**src/rtl/avg_symbol_slicer.sv**
```systemverilog
// avg_symbol_slicer
//   Hysteresis slicer with symbol-timing recovery for the moving-average FIR
//   output. Each filtered sample updates a hysteresis level; the first level
//   transition after the settle window sets the symbol phase, and one hard bit
//   per symbol (the mid-symbol level) is queued in a 4-entry bit FIFO with a
//   valid/ready handshake.
//   Optional feature: define SLICER_REALIGN_EN to re-sync the symbol phase on
//   every level transition while tracking. Without it, the phase counter
//   free-runs after acquisition.
module avg_symbol_slicer #(
    parameter int                      WIDTH   = 24,
    parameter int                      SPS     = 16,
    parameter logic signed [WIDTH-1:0] THRESH  = '0,
    parameter logic        [WIDTH-2:0] HYST    = (WIDTH-1)'(4096),
    parameter int                      SETTLE  = 1024,
    parameter int                      MAX_RUN = 64
) (
    input  logic                    CLK,
    input  logic                    RST,
    input  logic                    SAMPLE_EN,
    input  logic signed [WIDTH-1:0] DIN,
    output logic                    BIT_OUT,
    output logic                    BIT_VALID,
    input  logic                    BIT_READY,
    output logic                    LOCKED,
    output logic                    OVERFLOW
);

    localparam int CW = (SPS > 2) ? $clog2(SPS) : 1;
    localparam int RW = $clog2(MAX_RUN + 1);
    localparam int SW = (SETTLE > 1) ? $clog2(SETTLE) : 1;

    localparam logic [CW-1:0] PHASE_MID  = CW'(SPS / 2 - 1);
    localparam logic [CW-1:0] PHASE_LAST = CW'(SPS - 1);
    localparam logic [SW-1:0] SETTLE_END = SW'(SETTLE - 1);
    localparam logic [RW-1:0] RUN_LIMIT  = RW'(MAX_RUN);

    // Band edges carried one bit wider than the samples so THRESH +/- HYST
    // can never wrap around.
    localparam logic signed [WIDTH:0] UPPER =
        $signed({THRESH[WIDTH-1], THRESH}) + $signed({2'b00, HYST});
    localparam logic signed [WIDTH:0] LOWER =
        $signed({THRESH[WIDTH-1], THRESH}) - $signed({2'b00, HYST});

    typedef enum logic [1:0] {
        ST_SETTLE,
        ST_SEARCH,
        ST_TRACK
    } state_t;

    state_t state, state_nx;

    logic                   level, level_nx;
    logic                   trans;
    logic signed [WIDTH:0]  din_ext;

    logic [SW-1:0]          settle_cnt;
    logic [CW-1:0]          phase, phase_nx;
    logic                   phase_wrap;
    logic [RW-1:0]          run, run_nx;
    logic                   run_hit;

    logic                   locked;
    logic                   push;

    logic [3:0]             fifo_mem;
    logic [1:0]             rd_ptr, wr_ptr;
    logic [2:0]             count;
    logic                   fifo_full, fifo_empty;
    logic                   do_pop, do_push, drop;
    logic                   ovf;

    assign din_ext = {DIN[WIDTH-1], DIN};

    // Hysteresis decision: outside the band forces the level, inside holds it
    always_comb begin
        level_nx = level;
        if (din_ext > UPPER) begin
            level_nx = 1'b1;
        end else if (din_ext < LOWER) begin
            level_nx = 1'b0;
        end
    end

    assign trans = SAMPLE_EN & (level_nx ^ level);

    // Level register, advanced only by new samples
    always_ff @(posedge CLK) begin
        if (RST) begin
            level <= 1'b0;
        end else if (SAMPLE_EN) begin
            level <= level_nx;
        end
    end

    // Phase and run-length bookkeeping for the tracking state
    always_comb begin
        phase_wrap = (phase == PHASE_LAST);
        phase_nx   = phase_wrap ? '0 : phase + 1'b1;
`ifdef SLICER_REALIGN_EN
        if (trans) begin
            phase_nx = '0;
        end
`endif
        run_nx = run;
        if (trans) begin
            run_nx = '0;
        end else if (phase_wrap) begin
            run_nx = run + 1'b1;
        end
        run_hit = (run_nx == RUN_LIMIT);
    end

    // Settle, phase and run counters
    always_ff @(posedge CLK) begin
        if (RST) begin
            settle_cnt <= '0;
            phase      <= '0;
            run        <= '0;
        end else if (SAMPLE_EN) begin
            case (state)
                ST_SETTLE: settle_cnt <= settle_cnt + 1'b1;
                ST_SEARCH: begin
                    if (trans) begin
                        phase <= '0;
                        run   <= '0;
                    end
                end
                ST_TRACK: begin
                    phase <= phase_nx;
                    run   <= run_nx;
                end
                default: ;
            endcase
        end
    end

    // FSM state register
    always_ff @(posedge CLK) begin
        if (RST) begin
            state <= ST_SETTLE;
        end else begin
            state <= state_nx;
        end
    end

    // FSM next-state logic; every transition waits for a sample strobe
    always_comb begin
        state_nx = state;
        if (SAMPLE_EN) begin
            case (state)
                ST_SETTLE: if (settle_cnt == SETTLE_END) state_nx = ST_SEARCH;
                ST_SEARCH: if (trans)                    state_nx = ST_TRACK;
                ST_TRACK:  if (run_hit)                  state_nx = ST_SEARCH;
                default:                                 state_nx = ST_SETTLE;
            endcase
        end
    end

    // FSM outputs: lock flag and the mid-symbol decision strobe
    always_comb begin
        locked = 1'b0;
        push   = 1'b0;
        if (state == ST_TRACK) begin
            locked = 1'b1;
            push   = SAMPLE_EN && (phase == PHASE_MID);
        end
    end

    assign fifo_empty = (count == 3'd0);
    assign fifo_full  = (count == 3'd4);
    assign do_pop     = !fifo_empty && BIT_READY;
    // A pop in the same cycle frees the slot, so a full FIFO still accepts
    assign do_push    = push && (!fifo_full || do_pop);
    assign drop       = push && fifo_full && !do_pop;

    // Decision FIFO and sticky overflow flag
    always_ff @(posedge CLK) begin
        if (RST) begin
            fifo_mem <= '0;
            rd_ptr   <= '0;
            wr_ptr   <= '0;
            count    <= '0;
            ovf      <= 1'b0;
        end else begin
            if (do_push) begin
                fifo_mem[wr_ptr] <= level_nx;
                wr_ptr           <= wr_ptr + 1'b1;
            end
            if (do_pop) begin
                rd_ptr <= rd_ptr + 1'b1;
            end
            case ({do_push, do_pop})
                2'b10:   count <= count + 1'b1;
                2'b01:   count <= count - 1'b1;
                default: ;
            endcase
            if (drop) begin
                ovf <= 1'b1;
            end
        end
    end

    assign BIT_VALID = !fifo_empty;
    assign BIT_OUT   = !fifo_empty & fifo_mem[rd_ptr];
    assign LOCKED    = locked;
    assign OVERFLOW  = ovf;

endmodule

```
**config.mk**
```make
export PLATFORM = sky130hd
export DESIGN_NAME = avg_symbol_slicer
export DESIGN_NICKNAME = d
export VERILOG_FILES = /design/src/rtl/avg_symbol_slicer.sv
export SDC_FILE = /design/constraint.sdc
export NUM_CORES = 1
export LEC_CHECK = 0
export ABC_AREA = 1
export CAP_MARGIN = 20
export CORE_MARGIN = 8
export CORE_UTILIZATION = 48
export CTS_CLUSTER_SIZE = 28
export DETAILED_ROUTE_END_ITERATION = 8
export PLACE_DENSITY = 0.75
export SETUP_SLACK_MARGIN = 0.15
export SLEW_MARGIN = 40
export SYNTH_ARGS = -nofsm -noshare
export SYNTH_HDL_FRONTEND = slang
export SYNTH_SLANG_ARGS = --single-unit
```
**constraint.sdc**
```tcl
create_clock -name CLK -period 2 [get_ports CLK]
set_clock_uncertainty 0.05 [all_clocks]
set_input_delay 0.4 -clock CLK [delete_from_list [all_inputs] [get_ports CLK]]
set_output_delay 0.4 -clock CLK [all_outputs]
set_load 0.02 [all_outputs]
```
Yosys cells after proc, flatten, opt, wreduce, memory -nomap -nowiden
Cells that the tools add are included.
{"block": "word_totals", "register_bits": 36, "memories": 0, "input_bits": 28, "output_inout_bits": 4, "mem_bits_rw": 0, "latch_bits": 0, "mem_bits_ro": 0, "wordCells": 75}
{"block": "op_classes", "eq_ne": 12, "mux": 21, "n_mul": 0, "n_shift": 0, "add_sub_neg": 7, "bitwise_logic": 3, "n_reduce_logical": 17, "magnitude_cmp": 5, "n_div": 0}
{"op": "$gt A24 B14 Y1 const B", "count": 1}
{"op": "$lt A24 B13 Y1 const B", "count": 1}
{"op": "$mux W7", "count": 3}
{"op": "$pmux W7 S2", "count": 1}
{"op": "$add A10 B1 Y10 const B", "count": 1}
{"op": "$eq A10 B10 Y1 const B", "count": 1}
{"op": "$mux W4", "count": 2}
{"op": "$pmux W4 S2", "count": 1}
{"op": "$add A7 B1 Y7 const B", "count": 1}
{"op": "$eq A7 B7 Y1 const B", "count": 1}
{"op": "$logic_and A1 B1 Y1", "count": 6}
{"op": "$lt A2 B3 Y1 const B", "count": 2}
{"op": "$mux W1", "count": 6}
{"op": "$mux W2", "count": 3}
{"op": "$ne A2 B2 Y1 const B", "count": 3}
{"op": "$pmux W2 S3", "count": 1}
{"op": "$pmux W3 S2", "count": 1}
{"op": "$add A2 B1 Y2 const B", "count": 2}
{"op": "$add A4 B1 Y4 const B", "count": 1}
{"op": "$bwmux W4", "count": 1}
{"op": "$eq A2 B1 Y1 const B", "count": 2}
{"op": "$eq A2 B2 Y1 const B", "count": 2}
{"op": "$eq A4 B3 Y1 const B", "count": 1}
{"op": "$eq A4 B4 Y1 const B", "count": 1}
{"op": "16 further kinds", "count": 20}

Logic depth before layout (Yosys ltp)
Gate-level depths: netlist of the first run.
{"block": "logic_depth", "word_depth": 9, "ltp_mapped": 15, "ltp_nobuf": 14}

Least setup slack after synthesis of the first run
OpenSTA, ideal clock, no wires.
{"block": "synth_path", "path_kind": "register -> register", "startpoint": "reg phase[0]", "endpoint": "reg count[2]", "path_buffers": 0, "slack_ns": -0.042, "setup_ns": 0.122, "period_less_slack_ns": 2.042, "arrival_time_ns": 1.870, "required_ns": 1.828, "path_stages_with_launch": 14, "path_cell_list": "dfxtp_1 ha_1 nand2_2 inv_1 nand3_1 inv_2 nand2_2 ha_1 inv_1 fa_1 a21oi_1 o21ai_0 o21ai_0 a21oi_1"}
{"block": "synth_between", "elab_chain_len": 6, "elab_cells_between_ends": 8, "classes_between": "3 x eq/ne; 2 x mux; 3 x reduce/logical"}
{"element": "from (decl)", "line_no": "58", "rtl": "logic [CW-1:0] phase, phase_nx;"}
{"element": "from (signal assigned)", "line_no": "130", "rtl": "phase <= phase_nx;"}
{"element": "$eq A4 B3 Y1 (*)", "line_no": "166", "rtl": "push = SAMPLE_EN && (phase == PHASE_MID);"}
{"element": "$logic_and A1 B1 Y1 (*)", "line_no": "166"}
{"element": "$mux W1 (*)", "line_no": "164", "rtl": "if (state == ST_TRACK) begin"}
{"element": "$logic_and A1 B1 Y1 (*)", "line_no": "174", "rtl": "assign do_push = push && (!fifo_full || do_pop);"}
{"element": "$eq A2 B1 Y1 or $eq A2 B2 Y1 (tied branches)", "line_no": "193", "rtl": "case ({do_push, do_pop})"}
{"element": "$pmux W3 S2 or $reduce_bool A2 Y1 (tied branches)"}
{"element": "to (signal assigned)", "line_no": "194", "rtl": "2'b10: count <= count + 1'b1;"}
{"element": "to (signal assigned)", "line_no": "195", "rtl": "2'b01: count <= count - 1'b1;"}
{"element": "to (decl)", "line_no": "68", "rtl": "logic [2:0] count;"}
Mark *: on every way between the ends. The rest lies on a longest branch, timed or not.
A chain may end at the register's enable or synchronous reset.

Final worst setup path of the first run
{"block": "layout_path", "startpoint": "reg phase[1]", "endpoint": "reg state[1]"}
{"block": "layout_between", "elab_chain_len": 6}
{"element": "$eq A4 B4 Y1", "line_no": "98", "rtl": "phase_wrap = (phase == PHASE_LAST);"}
{"element": "$mux W7", "line_no": "108", "rtl": "end else if (phase_wrap) begin"}
{"element": "$mux W7", "line_no": "106", "rtl": "if (trans) begin"}
{"element": "$eq A7 B7 Y1", "line_no": "111", "rtl": "run_hit = (run_nx == RUN_LIMIT);"}
{"element": "$ne A2 B2 Y1 (no line)"}
{"element": "$reduce_and A4 Y1 (no line)"}
{"element": "to (signal assigned)", "line_no": "143", "rtl": "state <= state_nx;"}
{"element": "to (decl)", "line_no": "51", "rtl": "state_t state, state_nx;"}
Every way passes these cells.

==> results.yml, run 1 <==
outcome:
  status: "completed"
synthesis:
  synth-edff-count: 0
  synthTopCellsByArea: "dfxtp_1 35%, nand2_1 10%, a21oi_1 8.2%, inv_1 7.4%, nor2_1 6.7%"
  synthCells: 298
  ys_ff_latch: 36
  yosysTopAreaCell: "dfxtp_1"
  synth_common_cells: "56 x nand2_1, 41 x inv_1, 37 x nor2_1"
  async_flop_share: 0
  yosysMostFrequentCell: "nand2_1"
  seq_area_frac_synth: 0.3485
  synth_ff_type: "dfxtp_1"
  synth_cell_type_count: 36
  ys_warn_count: 0
  netlist_area_um2: 2068
  syn_nets: 335
  postSynthAreaPerCell_um2: 6.940
  synth_top_area_frac: 0.3485
global_routing:
  antenna_found_initial: 0
  grt_max_degree: 14
  grt_pass1_vias: 2083
  grt_use_total: 0.1600
  overflow: 0
  grt_pass1_wl_um: 8466
pwr:
  ir_drop_uv: 441.7
  combPwrFrac: 0.225
  cellPowerDensity_nw_per_um2: 568.5
  swShare: 0.2955
  report.power.total_mw: 1.709
  p_sw_mw: 0.5050
  share_clk_of_total_power: 0.321
  p_int_mw: 1.204
  p_leak_nw: 1.424
  seqPwrFrac: 0.454
sta:
  relSlewSlack: 0.7070
  timing.setup.tns_ns: 0
  finalHoldViolations: 0
  period_needed_ns: 1.932
  tightest_slew_ns: 0.4379
  slew_viol_final: 0
  fmax_ghz: 0.5177
  setup_viol: 0
  rsz0062_at_grt: "yes"
  min_period_over_period: 0.9658
worst_setup_path:
  crit_slowest_cell: "dfxtp_2"
  end_kind: "register"
  cp_cell_sequence: "ha_4 > nand2_4 > nor2_4 > and3_4 > nand3_4 > xnor2_4 > nand2_2 > nor2_2 > nand3_2 > nand2_2 > nand3_2 > nand2_1 > inv_1"
  critPathMaxStageDelay_ns: 0.37
  path_buf_inv: 1
  r2r_setup_slack_ns: 0.07
  crit_type: "register to register"
  critPathRequiredTime_ns: 2.15
  path_depth: 13
  crit_path_start_kind: "register"
  r2r_cells: 13
  arrival_ns: 2.08
  crit_fanout: 6
  cp_top_family: "simple AND/OR/NAND/NOR gates"
  reg2reg_from: "phase[1]"
  rr_endpoint: "state[1]"
clocking:
  path_clk_slew_ns: 0.07
  cts_sinks: 36
  cts_tree: "yes"
  cts-hold-fix-buffers: 0
  cts_made_buffers: 5
  htreeDepth: 2
  clk-insertion-delay-late_ns: 0.30
  cts_buffer_depth: 2
  cts_root_buf: "clkbuf_8"
floorplan:
  ios: 32
  core_um2: 4264
  row_count: 24
  die-area_um2: 6665
  die_x_um: 81.64
  start_util: 0.4850
  die_h_um: 81.64
finish:
  antenna_cells: 0
  multiInputGateArea_um2: 1301
  fillers: 343
  area_growth_pct: 45.37
  final_layout_size_suffix_gt1_frac: 0.2752
  regArea_um2: 728.2
  nNetsFinal: 403
place:
  port_buffers: 31
  gp_congestion: 0.7803
  place_hpwl_um: 3587
worst_hold_path:
  min_from: "count[0]"
  hold_depth: 1
  whs_endpoint: "count[0]"
  hp-class: "register to register"
drt:
  firstDrtPassIters: 5
  drt_iter0_drc: 106
  ant_nets: 0
  via_count: 2199
  drt-wirelength-per-cell_um: 13.71
  viasPerCell: 5.248
  routed_wirelength_um: 5745
  drcViolationCount: 0
flow_run:
  cap_violations: 0
[final cells by class]
| type | count | share of cell area |
|---|---|---|
| timing repair buffer | 66 | 0.2147 |
| tap | 52 | 0.02164 |
| sequential | 36 | 0.2422 |
| inverter | 47 | 0.05868 |
| multi-input combinational | 210 | 0.4328 |
| clock buffer | 8 | 0.02996 |
[layer usage]
metal / share of wire / track usage / vias to the layer above
li1: - / - / 1102
met1: 0.40 / 0.1681 / 1031
met2: 0.54 / 0.2920 / 51
met3: 0.032 / 0.03392 / 15
met4: 0.027 / 0.08596 / 0
met5: 0 / 0 / -
[metrics by stage]
stage / instance area, um^2 / util / hold WS [ns] / setup slack (ns) / instances
after floorplan: 2100 / - / 0.3935 / 0.08162 / 298
after global placement: 2609 / 0.6118 / 0.4078 / -0.2725 / 398
after detailed placement: 2609 / 0.6118 / 0.4174 / -0.3224 / 398
after CTS: 2828 / 0.6631 / 0.4378 / 0.1247 / 413
after global routing: 3007 / 0.7051 / 0.4474 / -0.06733 / 419
final: 3007 / 0.7051 / 0.4120 / 0.06849 / 419
[power by group through the flow]
| stage | logic [mW] | clock network, mW | registers [mW] |
|---|---|---|---|
| floorplan | 0.183 | 0 | 0.781 |
| finish | 0.385 | 0.548 | 0.776 |
| detailed placement | 0.332 | 0 | 0.786 |
| global placement | 0.325 | 0 | 0.785 |
| CTS | 0.363 | 0.555 | 0.772 |
| global route | 0.421 | 0.585 | 0.781 |
[cell families (layout without fill, tap and decap cells)]
logic type | after synthesis | in the layout | share of synthesized area
AO/OA/AOI/OAI | 66 | 66 | 0.1742
XOR/XNOR | 4 | 4 | 0.02057
adder cells (fa/ha/maj) | 9 | 9 | 0.05808
buffers and inverters | 52 | 121 | 0.1004
flip-flops | 36 | 36 | 0.3485
AND/OR/NAND/NOR | 131 | 131 | 0.2982
[registers in the layout (all words and copies together) (netlist names)]
signal	cells
OVERFLOW	1
count	3
fifo_mem	4
level	1
phase	4
rd_ptr	2
run	7
settle_cnt	10
state	2
wr_ptr	2
[cell usage in the layout, fill, tap and decap left out, drive strengths merged]
master	n
clkdlybuf4s50	2
a211oi	2
o211ai	3
dlygate4sd2	3
fa	1
xnor2	4
a31oi	1
ha	8
buf	35
nand3b	1
o21a	1
inv	47
o21bai	1
dfxtp	36
nor2	41
a21oi	35
nand2	58
dlymetal6s2s	25
o21ai	22
o31ai	1
nor3b	1
clkbuf	9
nand4	3
nor3	11
and3	1
nand3	15
[how the worst max path moves through the flow]
stage	startpoint	end	slack [ns]
5_1_grt	phase[1]	state[1]	-0.07
3_5_place_dp	SAMPLE_EN	count[2]	-0.32
6_report	phase[1]	state[1]	0.07
3_3_place_gp	SAMPLE_EN	count[2]	-0.27
2_1_floorplan	state[1]	count[1]	0.08
4_1_cts	phase[1]	count[2]	0.12
[what timing repair did]
item / 4_1_cts / 5_1_grt
pin swaps: 11 / 34
resized for setup: 28 / 47
cloned: 0 / 0
endpoints found under the setup margin: 17 / 16
setup buffers: 7 / 6
Note: power is estimated with default switching activity, not from simulation.
==> inputs of run 2 (changes only) <==
TNS_END_PERCENT = 20   (was default)
==> results.yml, run 2 (synthesized netlist as in run 1, its figures left out) <==
outcome:
  status: "completed"
floorplan:
  die_x_um: 81.64
  die-area_um2: 6665
  ios: 32
  core_um2: 4264
  die_h_um: 81.64
  row_count: 24
  start_util: 0.4850
place:
  port_buffers: 31
  dpl-instance-area_um2: 2609
  place_ws_ns: -0.3224
  gp_congestion: 0.7803
  place_hpwl_um: 3587
sta:
  rsz0062_at_grt: "yes"
  min_period_over_period: 0.9585
  slew_viol_final: 0
  fmax_ghz: 0.5217
  setup_viol: 0
  setup_slack_ns: 0.08308
  finalHoldViolations: 0
  period_needed_ns: 1.917
  hold-worst-slack_ns: 0.4324
  tightest_slew_ns: 0.4168
  relSlewSlack: 0.7218
clocking:
  cts_buffer_depth: 2
  cts_tree: "yes"
  path_clk_slew_ns: 0.07
  clk-insertion-delay-late_ns: 0.30
  htreeDepth: 2
  cts_root_buf: "clkbuf_8"
  cts_made_buffers: 5
  cts_sinks: 36
worst_setup_path:
  crit_slowest_cell: "fa_2"
  critPathRequiredTime_ns: 2.14
  crit_fanout: 2
  r2r_setup_slack_ns: 0.08
  critPathMaxStageDelay_ns: 0.35
  cp_top_family: "adder cells"
  path_buf_inv: 3
  arrival_ns: 2.05
  end_kind: "register"
  cp_cell_sequence: "ha_4 > nand2_4 > inv_2 > nand3_2 > inv_2 > nand2_4 > ha_4 > inv_2 > fa_2 > a21oi_2 > o21ai_1 > o21ai_1 > a21oi_1"
  crit_path_start_kind: "register"
  crit_top_cell: "inv_2"
  crit_type: "register to register"
pwr:
  p_leak_nw: 1.376
  cellPowerDensity_nw_per_um2: 568.4
  seqPwrFrac: 0.451
  swShare: 0.2967
  ir_drop_uv: 444.8
  p_int_mw: 1.208
  share_clk_of_total_power: 0.320
  combPwrFrac: 0.229
  p_sw_mw: 0.5096
global_routing:
  grt_pass1_wl_um: 8355
  antenna_found_initial: 0
  overflow: 0
  grt_max_degree: 14
  grt_pass1_vias: 2061
  grt_use_total: 0.1579
finish:
  nNetsFinal: 400
  regMostFlops: "settle_cnt"
  antenna_cells: 0
  final_layout_size_suffix_gt1_frac: 0.2940
  area_growth_pct: 46.10
  fillers: 339
  reg_top3: "settle_cnt x10, run x7"
  layout_commonest_cell: "nand2_1"
  finalInstanceArea_um2: 3022
  final_cell_mix: "46 x nand2_1, 34 x inv_1, 32 x dfxtp_1, 28 x nor2_1, 28 x buf_4"
  largest_register_ffs: 10
worst_hold_path:
  hp-class: "register to register"
flow_run:
  cap_violations: 0
drt:
  viasPerCell: 5.216
  drcViolationCount: 0
  firstDrtPassIters: 4
  drt_iter0_drc: 104
  via_count: 2170
  routed_wirelength_um: 5564
  ant_nets: 0
  drt-wirelength-per-cell_um: 13.38
==> run 2: changes by cell type in the layout (fill, tap and decap cells not counted), sizes merged <==
cell,change
dlymetal6s2s,-4
buf,-3
clkdlybuf4s50,+5
clkbuf,-1
==> run 2: power by group through the flow <==
stage | combinational, mW | sequential, mW | clock (mW)
floorplan | 0.183 | 0.781 | 0
global placement | 0.325 | 0.785 | 0
detailed placement | 0.332 | 0.786 | 0
CTS | 0.351 | 0.772 | 0.555
global route | 0.430 | 0.779 | 0.580
finish | 0.393 | 0.775 | 0.550
==> run 2: what timing repair did <==
item / 4_1_cts / 5_1_grt
pin swaps: 6 / 39
buffers inserted: 5 / 5
hold buffers: 0 / 0
gates resized for setup: 16 / 63
setup endpoints to repair: 17 / 17
hold endpoints to repair: 0 / 0
==> run 2: layout make-up <==
cell class                 instances  area [um^2]  area share
clock buffer                       8        90.09     0.02981
inverter                          47        178.9     0.05921
multi-input combinational        210         1348      0.4460
sequential                        36        725.7      0.2402
tap                               52        65.06     0.02153
timing repair buffer              63        614.3      0.2033
==> run 2: stage by stage <==
| stage | TNS [ns] | instances | total power, mW | utilization |
|---|---|---|---|---|
| CTS | 0 | 411 | 1.678 | 0.6514 |
| global placement | -2.593 | 398 | 1.110 | 0.6118 |
| global route | -0.02771 | 416 | 1.789 | 0.7086 |
| finish | 0 | 416 | 1.718 | 0.7086 |
| floorplan | 0 | 298 | 0.9636 | - |
| detailed placement | -3.124 | 398 | 1.118 | 0.6118 |
==> run 2: routing by layer <==
layer | routed length, um | global-route usage | share of wire | up-vias
met1 | 2307 | 0.1633 | 0.41 | 1025
li1 | - | - | - | 1094
met4 | 142 | 0.08421 | 0.026 | 0
met3 | 128 | 0.03392 | 0.023 | 15
met2 | 2986 | 0.2912 | 0.54 | 36
met5 | 0 | 0 | 0 | -
==> run 2: final timing paths <==
kind,start,end,cells after the start
worst max-delay path,phase[0],count[2],13
worst min register to register,OVERFLOW,OVERFLOW,2
worst min-delay path,OVERFLOW,OVERFLOW,2
worst max register to register,phase[0],count[2],13
==> run 2: worst min-delay path, cell delays in order (launching register included) <==
cell and delay (ns):
dfxtp_1 0.34, nor2_1 0.05, nor2_1 0.07
==> inputs of run 3 (changes only) <==
HOLD_SLACK_MARGIN = 0.1   (was default)
==> results of run 3 <==
The final DEF is identical to that of run 2; final timing and power are the same.
